$ cat src/rtl/cp0_unit.sv
// cp0_unit -- System Control Coprocessor (CP0) for the 5-stage MIPS pipeline.
//
// Sits beside the Memory stage. It watches the M-stage instruction (victim
// PC, branch-delay flag, pending exception code) and the external interrupt
// lines, and raises `req` when the pipeline must flush and vector to the
// exception handler. It also implements the SR, Cause, EPC and PRId registers
// for mfc0 / mtc0 / eret.
//
// Ports:
//   clk          clock
//   reset        synchronous, active-high reset
//   en           mtc0 write strobe (M-stage instruction)
//   cp0_addr     CP0 register number: 12 SR, 13 Cause, 14 EPC, 15 PRId
//   cp0_wdata    mtc0 write data
//   cp0_rdata    mfc0 read data, combinational from cp0_addr
//   vpc          victim PC of the M-stage instruction
//   bd_in        M-stage instruction sits in a branch delay slot
//   exc_code_in  pending exception code, 0 = none
//   hw_int       hardware interrupt lines, level-sensitive
//   exl_clr      eret in M stage, clears EXL
//   epc_out      current EPC value (eret target)
//   req          exception/interrupt taken this cycle, combinational
//
// There is no FSM and no valid/ready handshake in this block: `req` is a
// level that the pipeline consumes in the same cycle, and EXL rising at the
// following edge is what ends it.

module cp0_unit #(
  parameter logic [31:0] PRID = 32'h2021_0007
) (
  input  logic        clk,
  input  logic        reset,
  input  logic        en,
  input  logic [4:0]  cp0_addr,
  input  logic [31:0] cp0_wdata,
  output logic [31:0] cp0_rdata,
  input  logic [31:0] vpc,
  input  logic        bd_in,
  input  logic [4:0]  exc_code_in,
  input  logic [5:0]  hw_int,
  input  logic        exl_clr,
  output logic [31:0] epc_out,
  output logic        req
);

  localparam logic [4:0] ADDR_SR    = 5'd12;
  localparam logic [4:0] ADDR_CAUSE = 5'd13;
  localparam logic [4:0] ADDR_EPC   = 5'd14;
  localparam logic [4:0] ADDR_PRID  = 5'd15;

  // SR fields
  logic [5:0]  im_q, im_d;
  logic        exl_q, exl_d;
  logic        ie_q, ie_d;
  // Cause fields
  logic        bd_q, bd_d;
  logic [5:0]  ip_q, ip_d;
  logic [4:0]  exc_code_q, exc_code_d;
  // EPC, low two bits are always zero
  logic [31:0] epc_q, epc_d;

  logic        int_req;
  logic        exc_req;
  logic [31:0] victim_pc;

  // Request logic. EXL masks both sources so a handler is never re-entered.
  assign int_req = (|(hw_int & im_q)) & ie_q & ~exl_q;
  assign exc_req = (exc_code_in != 5'd0) & ~exl_q;
  assign req     = int_req | exc_req;

  // A delay-slot instruction restarts at its branch, one word earlier.
  // Subtraction is 32-bit modulo, so vpc = 0 wraps to 0xFFFF_FFFC.
  assign victim_pc = bd_in ? (vpc - 32'd4) : vpc;

  always_comb begin
    im_d       = im_q;
    exl_d      = exl_q;
    ie_d       = ie_q;
    bd_d       = bd_q;
    exc_code_d = exc_code_q;
    epc_d      = epc_q;
    // IP mirrors the interrupt lines every cycle, independent of events.
    ip_d       = hw_int;

    if (req) begin
      // Taking the exception overrides any concurrent mtc0 / eret.
      exl_d      = 1'b1;
      bd_d       = bd_in;
      exc_code_d = int_req ? 5'd0 : exc_code_in;
      epc_d      = victim_pc & 32'hFFFF_FFFC;
    end else begin
      if (en) begin
        case (cp0_addr)
          ADDR_SR: begin
            im_d  = cp0_wdata[15:10];
            exl_d = cp0_wdata[1];
            ie_d  = cp0_wdata[0];
          end
          ADDR_EPC: epc_d = cp0_wdata & 32'hFFFF_FFFC;
          default: ;  // Cause and PRId are not software-writable
        endcase
      end
      // Placed after the mtc0 so that an SR write in the same cycle as eret
      // lands first and EXL still ends up cleared.
      if (exl_clr) exl_d = 1'b0;
    end
  end

  always_ff @(posedge clk) begin
    if (reset) begin
      im_q       <= 6'd0;
      exl_q      <= 1'b0;
      ie_q       <= 1'b0;
      bd_q       <= 1'b0;
      ip_q       <= 6'd0;
      exc_code_q <= 5'd0;
      epc_q      <= 32'd0;
    end else begin
      im_q       <= im_d;
      exl_q      <= exl_d;
      ie_q       <= ie_d;
      bd_q       <= bd_d;
      ip_q       <= ip_d;
      exc_code_q <= exc_code_d;
      epc_q      <= epc_d;
    end
  end

  // mfc0 sees the pre-edge register values; no write-to-read bypass.
  always_comb begin
    cp0_rdata = 32'd0;
    case (cp0_addr)
      ADDR_SR:    cp0_rdata = {16'd0, im_q, 8'd0, exl_q, ie_q};
      ADDR_CAUSE: cp0_rdata = {bd_q, 15'd0, ip_q, 3'd0, exc_code_q, 2'b00};
      ADDR_EPC:   cp0_rdata = epc_q;
      ADDR_PRID:  cp0_rdata = PRID;
      default:    cp0_rdata = 32'd0;
    endcase
  end

  assign epc_out = epc_q;

endmodule
$ cat config.mk
export PLATFORM = sky130hd
export DESIGN_NAME = cp0_unit
export DESIGN_NICKNAME = d
export VERILOG_FILES = /design/src/rtl/cp0_unit.sv
export SDC_FILE = /design/constraint.sdc
export NUM_CORES = 1
export LEC_CHECK = 0
export ABC_AREA = 1
export CAP_MARGIN = 5
export CORE_AREA = 5 5 102 104
export CTS_CLUSTER_DIAMETER = 150
export DETAILED_ROUTE_END_ITERATION = 7
export DIE_AREA = 0 0 107 109
export HOLD_SLACK_MARGIN = 0.03
export PLACE_DENSITY = 0.72
export SYNTH_ARGS = -nofsm -noshare
export SYNTH_HDL_FRONTEND = slang
export SYNTH_SLANG_ARGS = --single-unit
$ cat constraint.sdc
create_clock -name clk -period 3.95 [get_ports clk]
set_input_delay 0.79 -clock clk [delete_from_list [all_inputs] [get_ports clk]]
set_output_delay 0.79 -clock clk [all_outputs]
set_load 0.005 [all_outputs]
Yosys cells after proc, flatten, opt, wreduce, memory -nomap -nowiden:

Cells that the tools add are included.

* logic and storage cells: 38
* bits in read-only memories: 0
* bits in latches: 0
* RAM bits: 0
* memories kept: 0
* input bits: 85
* flip-flop bits (word level): 50

* magnitude comparators: 0
* reduce and logical (&&, ||, !) cells: 9
* shift-type cells: 0
* add/sub/neg operators: 1
* div/mod/pow operators: 0
* multiplexer cells: 10
* $mul: 0
* bitwise operators: 7
* eq/ne operators: 4

Operator list (number)
* $mux W32: 4
* $pmux W32 S4: 1
* $sub A32 B3 Y32 const B: 1
* $eq A5 B4 Y1 const B: 4
* $and A6 B6 Y6: 1
* $reduce_bool A3 Y1: 2
* $reduce_or A6 Y1: 1
* $mux W5: 1
* $reduce_bool A5 Y1: 1
* $mux W1: 4
* $reduce_and A2 Y1: 2
* $reduce_bool A2 Y1: 2
* $and A1 B1 Y1: 3
* $reduce_and A3 Y1: 1
* $not A1 Y1: 2
* $or A1 B1 Y1: 1

Depth between registers and ports, before layout:

Gate-level depths: netlist (run 1).

* depth after elaboration: 7
* mapped depth: 13

Least setup slack after synthesis (run 1):

OpenSTA, ideal clock, no wires.

* path kind: input-to-output
* from: in cp0_addr[3]
* to: out cp0_rdata[10]
* buffers on the path: 1
* arrival: 1.526 ns
* path slack: 1.634 ns
* stages on the path: 7
* cell sequence: nand2_1 -> nor2_1 -> nand2_1 -> inv_1 -> clkbuf_1 -> nand2_1 -> o211ai_1

* longest elaborated chain between the ends: 2
* elaborated cells between the ends (all ways): 5
* classes of those cells: eq/ne: 4; mux: 1

Ends and longest elaborated chain
* start, declared: RTL line 34 `input logic [4:0] cp0_addr,`
* $eq A5 B4 Y1: RTL line 132 `case (cp0_addr)`
* $pmux W32 S4 (*): RTL line 132
* end, declared: RTL line 36 `output logic [31:0] cp0_rdata,`

Mark *: on every way between the ends. The rest lies on a longest branch, timed or not.

Worst setup path in the final report (run 1):

* from: in cp0_addr[0]
* to: out cp0_rdata[10]

Same word-level chain as after synthesis.

==> results of run 1 <==
[layout make-up]
type | count | area (µm²) | area share [%]
Clock buffer | 5 | 68.8 | 1.36
Clock inverter | 3 | 48.8 | 0.964
Inverter | 72 | 270 | 5.34
Multi-Input combinational cell | 427 | 2060 | 40.6
Sequential cell | 50 | 1000 | 19.8
Tap cell | 114 | 143 | 2.82
Timing Repair Buffer | 148 | 1470 | 29.1
[cell families (layout without fill, tap and decap cells)]
group / count (synthesis) / count (layout) / synth area share, %
other: 1 / 2 / 0.109
DFF: 50 / 50 / 29.0
xor gates and xnor gates: 16 / 16 / 4.06
AOI/OAI and AO/OA: 97 / 97 / 16.2
adders and majority gates: 1 / 1 / 0.363
buffers and inverters: 95 / 228 / 11.5
and+or+nand+nor: 311 / 311 / 38.8
[how the worst max path moves through the flow]
stage / slack (ps) / startpoint / end
5_1_grt: 430 / cp0_addr[0] / cp0_rdata[12]
2_1_floorplan: 1630 / cp0_addr[3] / cp0_rdata[10]
3_3_place_gp: 570 / cp0_addr[0] / cp0_rdata[12]
6_report: 540 / cp0_addr[0] / cp0_rdata[10]
3_5_place_dp: 530 / cp0_addr[0] / cp0_rdata[12]
4_1_cts: 530 / cp0_addr[0] / cp0_rdata[12]
[sequential cells by signal, summed over array words and instances, names as in the netlist]
register    cells
im_q            6
exc_code_q      5
ip_q            6
exl_q           1
epc_out        30
bd_q            1
ie_q            1
[metrics by stage]
| stage | utilization (%) | hold slack [ps] | total power [mW] | instance area, µm² | worst slack (ps) |
|---|---|---|---|---|---|
| after floorplan | - | 440 | 0.730 | 3450 | 1630 |
| after global placement | 52.3 | 460 | 0.934 | 4940 | 572 |
| after detailed placement | 52.3 | 465 | 0.938 | 4940 | 534 |
| after CTS | 53.5 | 480 | 1.31 | 5060 | 530 |
| after global routing | 53.5 | 503 | 1.38 | 5060 | 435 |
| final | 53.5 | 484 | 1.31 | 5060 | 536 |
[critical path, stage by stage]
cell	delay (ps)
clkdlybuf4s50_1	500
inv_1	50
nor2_1	130
nand2_1	70
inv_1	330
nand2_1	100
o211ai_1	120
clkdlybuf4s50_1	550
[placed cells by master (no fill, tap or decap), types with 5 or more instances in the layout]
| cell type | Yosys | routed |
|---|---|---|
| o21bai_1 | 5 | 5 |
| clkbuf_8 | 0 | 5 |
| clkdlybuf4s50_1 | 0 | 145 |
| o21ai_1 | 12 | 12 |
| nand3_1 | 23 | 23 |
| xor2_1 | 11 | 11 |
| o211ai_1 | 6 | 6 |
| nor2_2 | 6 | 6 |
| nand4_1 | 5 | 5 |
| nor2_1 | 83 | 83 |
| o21ai_0 | 31 | 31 |
| inv_1 | 68 | 68 |
| nand2_1 | 174 | 174 |
| xnor2_1 | 5 | 5 |
| dfxtp_1 | 50 | 50 |
| a21oi_1 | 35 | 35 |
[power by group through the flow]
stage	clock network, mW	registers [mW]	logic, mW
6_report	0.382	0.567	0.361
5_1_grt	0.411	0.571	0.395
4_1_cts	0.385	0.566	0.363
3_5_place_dp	0	0.578	0.360
3_3_place_gp	0	0.578	0.356
2_1_floorplan	0	0.576	0.155
[per-layer routing]
layer / global-route usage, % / wire [µm] / vias up
met4: 6.58 / 234 / 0
li1: - / - / 2049
met3: 4.50 / 800 / 16
met2: 36.3 / 5990 / 143
met5: 0 / 0 / -
met1: 25.2 / 5330 / 1826
==> metrics, run 1 <==
Initial DRC Count=210; Sw Ratio=29.7%; global-route wire length before repair=around 19 mm; register share of total power=43.3%; clock tree buffer depth=2; Hold Crit Class=flip-flop to flip-flop; routed len/inst=15.1 µm; Total GRT Usage=20.7%; Slew HR=63.2%; Clk network pwr share=29.1%; Mean Syn Cell Area=6.04 µm²; WHS Path Cells=2; library cells used by synthesis=37; largest net degree at the start of global routing=52; Crit Reg-Reg Startpoint=im_q[1]$_SDFFE_PP0P_; FF-to-FF path depth=12; hold path endpoint=exc_code_q[1]$_SDFFE_PP0P_; Max Freq=293 MHz; Comb power frac=~28%; prevailing post-synth register cell=dfxtp_1; min Tclk post-route=~3400 ps; Int Pwr=0.921 mW; crit start category=input pin; Inst Count DP=~810; top area cells in the synthesized netlist=dfxtp_1 (29%), nand2_1 (19%), nor2_1 (9.0%), inv_1 (7.4%), a21oi_1 (5.1%); final cell count without fillers=819; #FFs+latches synth=50; worst slew pin tran=about 550 ps; CTS Root Buffer Type=clkbuf_8; NetSw=a little under 0.4 mW; DR vias=4,034; FILL cells=961; Rows=36; Post-CTS Setup Repair Bufs=0; Worst setup EP type=output port; Residual DRC=0; Final ANT Viol Nets=0; crit path kind=input pin to output port; crit path DAT=2620 ps; initial antenna violation count=0; fin. max-slew vios=0; final worst path period share=around 86%; setup tns final=0 ps; CTS tree=yes; status=completed; number of top-level pins=150; post_cts resized=0; worst skew pair latency=320 ps; mapped cell area=0.00345 mm²; Ant. Diodes=0; Port Buf Inserts=around 150; Synth top cells by count=nand2_1 (174), nor2_1 (83), inv_1 (68); clock-pin transition on the worst setup and hold timing paths=roughly 110 ps; vias in the first global route=3,970; sequential-to-total area share from yosys stat=29.0%; most frequent cell after synthesis=nand2_1; Synth Warn #=0; Synth area leader=dfxtp_1; CTS Sinks=50; WP data required=3160 ps; Core ar.=0.00946 mm²; max_cap viols=0; min-delay src=exc_code_q[1]$_SDFFE_PP0P_; Area Growth Syn to Fin=46.8%; final hold vios=0; Overflow after GRT=0; number of enable flip-flop cells after synthesis=0; clock buffer count from CTS=5; r2r setup slk=1800 ps; drt pass-1 iters=4; RSZ-0062 raised after global routing=no; Total Wirelength=~12 mm; DP HPWL=roughly 10 mm; DIE AREA=0.0117 mm²; Cells after Synth=571; ys async rst share=0%; Lkg Pwr=2.08 nW; share of the synthesized area in the top cell type=29.0%; CTS HTree Levels=2; Reg-to-Reg End=im_q[0]$_SDFFE_PP0P_; GP Congestion=0.894; Via density=4.93; Net count, final=790; die height=109 µm; pwr dens=259 mW/mm²; Clock Skew=around 16 ps; hold-fix buffers at CTS=0; crit-path max FO=12; share of post-route cells with drive strength above 1=5.67%; VDD IR max=0.000154 V; Chip Width=107 µm; Starting Density=36.5%; final setup vio count=0
(Power assumes the default switching activity.)
==> run 2, diff against run 1 <==
CORE_AREA = 4 4 101 103   (was 5 5 102 104)
DIE_AREA = 0 0 105 107   (was 0 0 107 109)
==> metrics, run 2 (synthesis results as in run 1) <==
post_cts resized=0 (unchanged); Final ANT Viol Nets=0 (unchanged); Via density=4.91 (-0.38%); Overflow after GRT=0 (unchanged); WP data required=3160 ps (about the same); FILL cells=961 (unchanged); Ant. Diodes=0 (unchanged); Post-CTS Setup Repair Bufs=0 (unchanged); Rows=35 (-2.8%); worst slew pin tran=502 ps (-49.6 ps); commonest non-fill, non-tap cell in the layout=nand2_1; clock buffer count from CTS=5 (unchanged); Chip Width=105 µm (-1.9%); worst skew pair latency=300 ps (-20 ps); clock tree buffer depth=2 (unchanged); Fin Hold WS=472 ps (-11.1 ps); crit-path cells=clkdlybuf4s50_1 > inv_1 > nor2_1 > nand2_1 > inv_1 > nand2_1 > o211ai_1 > clkdlybuf4s50_1; die height=107 µm (-1.8%); Crit path buffers/inverters=4 (unchanged); Residual DRC=0 (unchanged); crit path kind=input pin to output port; hold-fix buffers at CTS=0 (unchanged); DIE AREA=0.0112 mm² (-3.7%); Starting Density=37.5% (+1.0 points); VDD IR max=0.000154 V (-0.10%); CTS HTree Levels=2 (unchanged); Crit-path slowest cell=clkdlybuf4s50_1; largest net degree at the start of global routing=39 (-25%); CP top delay family=buffers and inverters; global-route wire length before repair=19.9 mm (+3.6%); Max Freq=288 MHz (-1.8%); Total Wirelength=12.3 mm (-0.60%); CTS tree=yes; min Tclk post-route=3480 ps (+63.4 ps); Slew HR=66.5% (+3.3 points); CTS Root Buffer Type=clkbuf_8; crit-path max FO=12 (unchanged); r2r setup slk=1980 ps (+180 ps); RSZ-0062 raised after global routing=no; fin. max-slew vios=0 (unchanged); clock-pin transition on the worst setup and hold timing paths=90 ps (-20 ps); Total GRT Usage=21.8% (+1.2 points); Lkg Pwr=2.07 nW (-0.35%); Worst setup EP type=output port; GP Congestion=0.893 (-0.15%); Hold Crit Class=flip-flop to flip-flop; Initial DRC Count=277 (+32%); final worst path period share=88.0% (+1.6 points); number of top-level pins=150 (unchanged); vias in the first global route=3,945 (-0.63%); Core ar.=0.00920 mm² (-2.8%); final setup vio count=0 (unchanged); drt pass-1 iters=4 (unchanged); setup tns final=0 ps (unchanged); CTS Sinks=50 (unchanged); slowest cell delay on critical path=550 ps (about the same); crit start category=input pin; max_cap viols=0 (unchanged); DP HPWL=9.89 mm (-0.59%); DR vias=4,004 (-0.74%); Net count, final=791 (+0.13%); commonest cells after routing, fill and taps aside=nand2_1 (174), clkdlybuf4s50_1 (145), nor2_1 (83); crit path DAT=2690 ps (+70 ps); status=completed; routed len/inst=15.1 µm (-0.23%); Core Util, Final=54.7% (+1.2 points); Area Growth Syn to Fin=45.9%; Clock Skew=10.9 ps (-5.49 ps); pwr dens=243 mW/mm² (-6.2%); initial antenna violation count=0 (unchanged); max FFs per register=30 (unchanged); final hold vios=0 (unchanged); share of post-route cells with drive strength above 1=5.67% (unchanged); Port Buf Inserts=145 (unchanged)
==> run 2: changes by cell type in the layout (fill, tap and decap cells not counted) <==
cell,before,now
buf_4,3,4
bufinv_16,1,0
clkinv_2,0,1
clkinvlp_4,1,0
inv_6,0,1
inv_8,1,0
==> run 2: report_power, final <==
group          leakage [nW]  switching (mW)  internal, mW  total, mW
sequential            0.414          0.0251         0.542      0.568
combinational          1.61           0.175         0.186      0.362
clock                0.0444           0.170         0.123      0.292
total                  2.07           0.370         0.852       1.22
==> run 2: cell type report <==
type,instances,area [µm²],share of cell area [%]
multi-input combinational,427,2060,40.9
timing repair buffer,149,1480,29.5
sequential,50,1000,19.9
inverter,72,270,5.37
tap,111,139,2.76
clock buffer,5,68.8,1.37
clock inverter,2,13.8,0.274
==> run 2: final timing paths <==
kind,from,to,depth (start not counted)
worst max-delay path,cp0_addr[0],cp0_rdata[10],8
worst max register to register,im_q[3]$_SDFFE_PP0P_,epc_out[19]$_SDFFE_PP0P_,11
worst min-delay path,exc_code_q[1]$_SDFFE_PP0P_,exc_code_q[1]$_SDFFE_PP0P_,2
worst min register to register,exc_code_q[1]$_SDFFE_PP0P_,exc_code_q[1]$_SDFFE_PP0P_,2
==> run 2: per-layer routing <==
metal,part of all wire (%),GRT usage [%],up-vias
met4,1.7,5.25,0
met1,46,28.5,1807
met2,47,37.4,131
met3,5.7,3.91,16
li1,-,-,2050
met5,0,0,-
==> run 2: worst reg2reg max path, stage by stage, from the launching register on <==
cell,delay [ps]
dfxtp_1,350
nand2_1,60
nand2_1,100
nor2_1,50
nand2_1,80
nand3_2,110
nand2_4,100
buf_4,240
buf_4,380
nand3_1,220
nand2_1,100
a21oi_1,60
==> run 2: per-stage QoR <==
| step | cell area (µm²) | instances | setup WS, ps | total power [mW] |
|---|---|---|---|---|
| 6_report | 5030 | 816 | 473 | 1.22 |
| 3_3_place_gp | 4950 | 809 | 534 | 0.937 |
| 5_1_grt | 5030 | 816 | 319 | 1.29 |
| 2_1_floorplan | 3450 | 572 | 1630 | 0.730 |
| 3_5_place_dp | 4950 | 809 | 489 | 0.940 |
| 4_1_cts | 5030 | 816 | 481 | 1.23 |
==> run 3, diff against run 2 <==
TNS_END_PERCENT = 100   (was unset)
==> results of run 3 <==
Final layout, timing and power as in run 2 (identical DEF).
